==> src/rtl/mem_bus_ctrl.sv <==
`default_nettype none
// ============================================================================
// Module      : mem_bus_ctrl
// Description : Single-outstanding bus controller between the load/store unit
//               and the block-RAM wrapper. Optional range fault: MEM_FAULT_EN.
// Revision    : 1.0 - initial release
// ============================================================================
module mem_bus_ctrl #(
    parameter int READ_LAT   = 2,
    parameter int ADDR_LIMIT = 1024
) (
    input  logic        clk,
    input  logic        reset,
    input  logic        cpu_req,
    input  logic        cpu_we,
    input  logic [15:0] cpu_addr,
    input  logic [15:0] cpu_wdata,
    output logic        cpu_ready,
    output logic        cpu_done,
    output logic [15:0] cpu_rdata,
    output logic        cpu_fault,
    output logic        ram_bus_mode,
    output logic [15:0] ram_addr,
    output logic [15:0] ram_write_data,
    input  logic [15:0] ram_read_data
);

    localparam logic c_MODE_WRITE = 1'b1;
    localparam logic c_MODE_READ  = 1'b0;
    localparam int   c_CNT_W      = (READ_LAT > 1) ? $clog2(READ_LAT) : 1;
    localparam logic [c_CNT_W-1:0] c_CNT_LAST = c_CNT_W'(READ_LAT - 1);

    typedef enum logic [1:0] {
        S_IDLE  = 2'd0,
        S_WRITE = 2'd1,
        S_READ  = 2'd2,
        S_RESP  = 2'd3
    } state_t;

    generate
        if (READ_LAT < 1 || ADDR_LIMIT < 1) begin : g_param_check
            $error("mem_bus_ctrl: READ_LAT and ADDR_LIMIT must both be at least 1");
        end
    endgenerate

    state_t               r_state;
    state_t               w_state_nxt;
    logic [c_CNT_W-1:0]   r_cnt;
    logic [c_CNT_W-1:0]   w_cnt_nxt;
    logic                 r_ready;
    logic                 r_done;
    logic                 w_done_nxt;
    logic [15:0]          r_rdata;
    logic [15:0]          w_rdata_nxt;
    logic                 r_mode;
    logic                 w_mode_nxt;
    logic [15:0]          r_ram_addr;
    logic [15:0]          w_addr_nxt;
    logic [15:0]          r_ram_wdata;
    logic [15:0]          w_wdata_nxt;
    logic                 w_addr_oor;
    logic                 w_accept;

    assign w_accept = (r_state == S_IDLE) && cpu_req;

`ifdef MEM_FAULT_EN
    logic r_fault;

    assign w_addr_oor = ({16'd0, cpu_addr} >= ADDR_LIMIT);

    // Fault flag rides alongside the single RESP cycle of a rejected access.
    always_ff @(posedge clk) begin
        if (reset) begin
            r_fault <= 1'b0;
        end else begin
            r_fault <= w_accept && w_addr_oor;
        end
    end

    assign cpu_fault = r_fault;
`else
    assign w_addr_oor = 1'b0;
    assign cpu_fault  = 1'b0;
`endif

    always_ff @(posedge clk) begin
        if (reset) begin
            r_state <= S_IDLE;
        end else begin
            r_state <= w_state_nxt;
        end
    end

    always_comb begin
        w_state_nxt = r_state;
        w_cnt_nxt   = r_cnt;
        w_done_nxt  = 1'b0;
        w_rdata_nxt = r_rdata;
        w_mode_nxt  = c_MODE_READ;
        w_addr_nxt  = r_ram_addr;
        w_wdata_nxt = r_ram_wdata;
        case (r_state)
            S_IDLE: begin
                if (w_accept) begin
                    if (w_addr_oor) begin
                        w_state_nxt = S_RESP;
                        w_done_nxt  = 1'b1;
                        w_rdata_nxt = '0;
                    end else if (cpu_we) begin
                        w_state_nxt = S_WRITE;
                        w_mode_nxt  = c_MODE_WRITE;
                        w_addr_nxt  = cpu_addr;
                        w_wdata_nxt = cpu_wdata;
                    end else begin
                        w_state_nxt = S_READ;
                        w_addr_nxt  = cpu_addr;
                        w_cnt_nxt   = '0;
                    end
                end
            end
            S_WRITE: begin
                w_state_nxt = S_RESP;
                w_done_nxt  = 1'b1;
            end
            S_READ: begin
                // Address is held for READ_LAT cycles so the RAM output has settled.
                if (r_cnt == c_CNT_LAST) begin
                    w_state_nxt = S_RESP;
                    w_done_nxt  = 1'b1;
                    w_rdata_nxt = ram_read_data;
                end else begin
                    w_cnt_nxt = r_cnt + c_CNT_W'(1);
                end
            end
            S_RESP: begin
                w_state_nxt = S_IDLE;
            end
            default: begin
                w_state_nxt = S_IDLE;
            end
        endcase
    end

    always_ff @(posedge clk) begin
        if (reset) begin
            r_cnt       <= '0;
            r_ready     <= 1'b1;
            r_done      <= 1'b0;
            r_rdata     <= '0;
            r_mode      <= c_MODE_READ;
            r_ram_addr  <= '0;
            r_ram_wdata <= '0;
        end else begin
            r_cnt       <= w_cnt_nxt;
            r_ready     <= (w_state_nxt == S_IDLE);
            r_done      <= w_done_nxt;
            r_rdata     <= w_rdata_nxt;
            r_mode      <= w_mode_nxt;
            r_ram_addr  <= w_addr_nxt;
            r_ram_wdata <= w_wdata_nxt;
        end
    end

    assign cpu_ready      = r_ready;
    assign cpu_done       = r_done;
    assign cpu_rdata      = r_rdata;
    assign ram_bus_mode   = r_mode;
    assign ram_addr       = r_ram_addr;
    assign ram_write_data = r_ram_wdata;

endmodule
`default_nettype wire

==> config.mk <==
export PLATFORM = sky130hd
export DESIGN_NAME = mem_bus_ctrl
export DESIGN_NICKNAME = d
export VERILOG_FILES = /design/src/rtl/mem_bus_ctrl.sv
export SDC_FILE = /design/constraint.sdc
export NUM_CORES = 1
export LEC_CHECK = 0
export ABC_AREA = 1
export CAP_MARGIN = 15
export CORE_UTILIZATION = 50
export DETAILED_ROUTE_END_ITERATION = 12
export DONT_BUFFER_PORTS = 1
export GPL_TIMING_DRIVEN = 0
export PLACE_DENSITY = 0.67
export SLEW_MARGIN = 15
export SYNTH_ARGS = -nofsm -noshare
export SYNTH_HDL_FRONTEND = slang
export SYNTH_SLANG_ARGS = --single-unit
==> constraint.sdc <==
create_clock -name clk -period 3.9 [get_ports clk]
set_clock_uncertainty 0.05 [all_clocks]
set_input_delay 0.78 -clock clk [delete_from_list [all_inputs] [get_ports clk]]
set_output_delay 0.78 -clock clk [all_outputs]
set_load 0.1 [all_outputs]
# After elaboration in Yosys (flattened, before gate mapping)
# Cells that the tools add are included.
[word_totals]
elab_cells = 36
ff_bits = 54
inputBits = 52
mem_bits_ro = 0
memories = 0
latch_bits = 0
ram_bits = 0
[classes]
n_reduce_logical = 9
n_div = 0
mux = 11
n_addsub = 1
mul = 0
order_cmp = 0
shifts = 0
eq_ne = 5
bitwise_logic = 2
[ops]
columns = ["operator", "n"]
rows = [
  ["2-bit case mux with 4 select lines", 1],
  ["2-bit 2-to-1 mux", 3],
  ["3-bit AND reduction", 2],
  ["1-bit 2-to-1 mux", 5],
  ["2-bit equality test (second input constant)", 2],
  ["2-bit logical NOT", 2],
  ["2-bit inequality test (second input constant)", 2],
  ["1-bit case mux with 2 select lines", 2],
  ["2-bit AND reduction", 2],
  ["3-bit OR reduction", 1],
  ["2-bit by 1-bit equality test with 1-bit output (second input constant)", 1],
  ["1-bit inverter", 2],
  ["2-bit nonzero test", 1],
  ["1-bit adder (second input constant)", 1],
  ["1-bit logical AND", 1],
]

# Logic depth before layout (Yosys ltp)
[depth]
depth_word = 5
mapped_depth = 8
ltp_nobuf = 8

# Worst setup path after synthesis
# Ideal clock, no wire load.
[synth_timing]
kind = "flip-flop to output port"
start = "register r_rdata[0] (netlist: cpu_rdata[0])"
end = "output port cpu_rdata[0]"
t_arrival_ns = 0.925
n_path_buf = 0
slack_ns = 2.145
stages_incl_launch_ff = 1
path_cell_list = "dfxtp_1"
[synth_lines]
columns = ["item", "line_no", "source"]
rows = [
  ["start: declaration", "53", "logic [15:0] r_rdata;"],
  ["start signal: assignment", "157", "r_rdata <= w_rdata_nxt;"],
  ["end: declaration", "20", "output logic [15:0] cpu_rdata,"],
]
# No word-level cell between the ends.

# Worst setup path in the final report
[layout_timing]
start = "register r_ram_addr[3] (netlist: ram_addr[3])"
end = "output port ram_addr[3]"
[layout_lines]
columns = ["item", "line_no", "source"]
rows = [
  ["start: declaration", "57", "logic [15:0] r_ram_addr;"],
  ["start signal: assignment", "159", "r_ram_addr <= w_addr_nxt;"],
  ["end: declaration", "23", "output logic [15:0] ram_addr,"],
]
# No word-level cell between the ends.

==> reports/metrics.yaml <==
peakVddDrop_uv: 417
synthAdderAreaFrac_pct: 2.50
yosys.area.top_type: "dfxtp_1"
outcome: "finished, final reports clean"
rsz0062_at_grt: "no"
cp.depth: 0
synth_seq_cells: 54
gr-usage-all-layers_pct: 18.8
boundaryPins: 104
synth_ff_type: "dfxtp_1"
period_needed_ps: 2120
criticalPathCategory: "reg2out"
ys_top_cells_by_area: "dfxtp_1 (54%), nor2_1 (13%), o21ai_0 (8.0%), nand2_1 (7.7%), a21oi_1 (4.0%)"
synth_warnings: 0
seq_area_frac_synth_pct: 53.9
synth_fp_nets: 306
drt_iter0_drc: 50
via_per_inst: 5.14
start_util_pct: 53.5
rr_startpoint: "r_state[0]"
path_clk_slew_ps: 90
crit_end: "ram_addr[3]"
holdBufCountCts: 0
antenna_found_initial: 0
crit_path_end_kind: "output pin"
root_buffer: "clkbuf_8"
synth-edff-count: 0
hold_ws_ps: 466
slew_violations: 0
worst_skew_pair.late_latency_ps: 300
drive_above_1_share_pct: 10.9
cts_repair_resize_count: 0
min_path_type: "reg2reg"
synth_top_family_by_area: "simple AND/OR/NAND/NOR gates"
grt_pass1_wl_um: 6150
clockBufferDepth: 2
async_flop_share_pct: 0
required_ps: 3070
finalHoldViolations: 0
yosysMostFrequentCell: "nor2_1"
crit_start: "ram_addr[3]"
worstPathMaxFanout: 2
cts_tree: "yes"
syn2layout_area_growth_pct: 8.61
cp-start-kind: "register"
netlist_instances: 250
design_area_um2: 2180
grt_pass1_vias: 1384
routabilityCongestion: 0.655
synth_top_area_share_pct: 53.9
die_x_um: 65.3
overflow: 0
synth_compound_area_share_pct: 12.9
syn_avg_cell_area_um2: 8.02
register_area_um2: 1080
final.fill_count: 383
num_antenna_cells: 0
p_leak_nw: 0.879
synthMuxAreaShare_pct: 0
place_hpwl_um: 2880
drc: 0
cts_made_buffers: 5
die_y_um: 65.3
synth_area_um2: 2000
synth_commonest_cells: "nor2_1 (69), dfxtp_1 (54), nand2_1 (41), o21ai_0 (32), a21oi_1 (16)"
worst_pin_slew_ps: 995
num_vias: 1567
synth-simple-area-share_pct: 23.9
reg2reg_slack_ps: 2350
power_density_nw_per_um2: 909
placed_cell_area_um2: 2060
max_freq_mhz: 472
setup_viol: 0
maxCapViolCount: 0
yosys.cell_types.count: 23
relSlewSlack_pct: 33.6
core_area_um2: 3740
io_buffers: 0
dieArea_um2: 4270
wl_per_cell_um: 12.9
drtPass1Iterations: 6
min_period_over_period_pct: 54.4
rows: 22
post_cts_buffers: 0
crit_arrival_ps: 1290
multi_input_area_um2: 791
routed_wl_um: 3930
finalNetCount: 313
fin_tns_setup_ps: 0
synth_xor_area_share_pct: 0
r2r_cells: 6
r2r-end: "cpu_rdata[13]"
grt_max_degree: 16
antenna_left: 0
htreeDepth: 2
cts.sinks: 54
-- stage by stage --
stage | power (W) | util (%) | instances | setup slack, ps
after floorplan | 0.00155 | - | 250 | 2150
after global placement | 0.00161 | 55.1 | 298 | 2110
after detailed placement | 0.00162 | 55.1 | 298 | 2100
after CTS | 0.00200 | 58.2 | 305 | 1760
after global routing | 0.00208 | 58.2 | 305 | 1750
final | 0.00198 | 58.2 | 305 | 1780
-- worst min path at each step --
stage / end / start / cells past startpoint
after CTS: r_cnt / r_cnt / 2
final: r_cnt / r_cnt / 2
after detailed placement: r_cnt / r_cnt / 2
after global placement: r_cnt / r_cnt / 2
after floorplan: r_cnt / r_cnt / 2
after global routing: r_cnt / r_cnt / 2
-- layer usage --
layer	share of wire (%)	vias to the layer above	GRT usage (%)	routed length (µm)
met5	0	-	0	0
met3	11	6	9.55	450
li1	-	798	-	-
met2	45	65	29.1	1780
met4	0.94	0	7.34	37
met1	42	698	22.1	1660
-- kinds of logic (layout without fill, tap and decap cells) --
logic type      after synthesis  count (layout)
simple gates                119             119
flops                        54              54
compound gates               50              50
buf+inv                      22              29
fa+ha+maj                     4               4
other cells                   1               1
-- state kept, by name, indices dropped and copies added (netlist names) --
name / count
cpu_done: 1
ram_write_data: 16
ram_bus_mode: 1
r_state: 2
r_cnt: 1
cpu_rdata: 16
cpu_ready: 1
ram_addr: 16
-- report_power, final --
part | switching, W | leakage, nW | internal, W
clock network | 0.000171 | 0.0573 | 0.000205
logic | 0.000228 | 0.381 | 0.000141
registers | 0.000594 | 0.441 | 0.000640
total | 0.000993 | 0.879 | 0.000986
-- area by class of cell --
cell class	instances	share of cell area, %
flip-flops and latches	54	49.7
multi-input cells	174	36.3
plain buffers	13	4.37
clock buffers	6	3.79
well taps	48	2.76
inverters	9	1.72
clock inverters	1	1.38
-- placed cells by master, fill, tap and decap left out --
master and count:
buf_4 1, inv_1 6, nand2_1 41, clkinv_2 1, inv_2 1, nand2_2 3, a21oi_1 16, nand2_4 1
clkbuf_2 1, nor2_1 69, bufinv_16 1, buf_1 1, buf_2 3, dfxtp_1 54, conb_1 1, inv_4 1
nand3_2 2, nand3_1 2, ha_1 4, and2_1 1, o21ai_0 32, a21oi_2 2, buf_6 5, clkbuf_1 2
clkbuf_8 6
-- worst register-to-register path, delay by kind of cell (launching register included) --
family / cells / cell delay (ps)
compound gates: 1 / 140
fa+ha+maj: 1 / 260
buf+inv: 2 / 410
flops: 1 / 390
simple gates: 2 / 240
(Power assumes the default switching activity.)
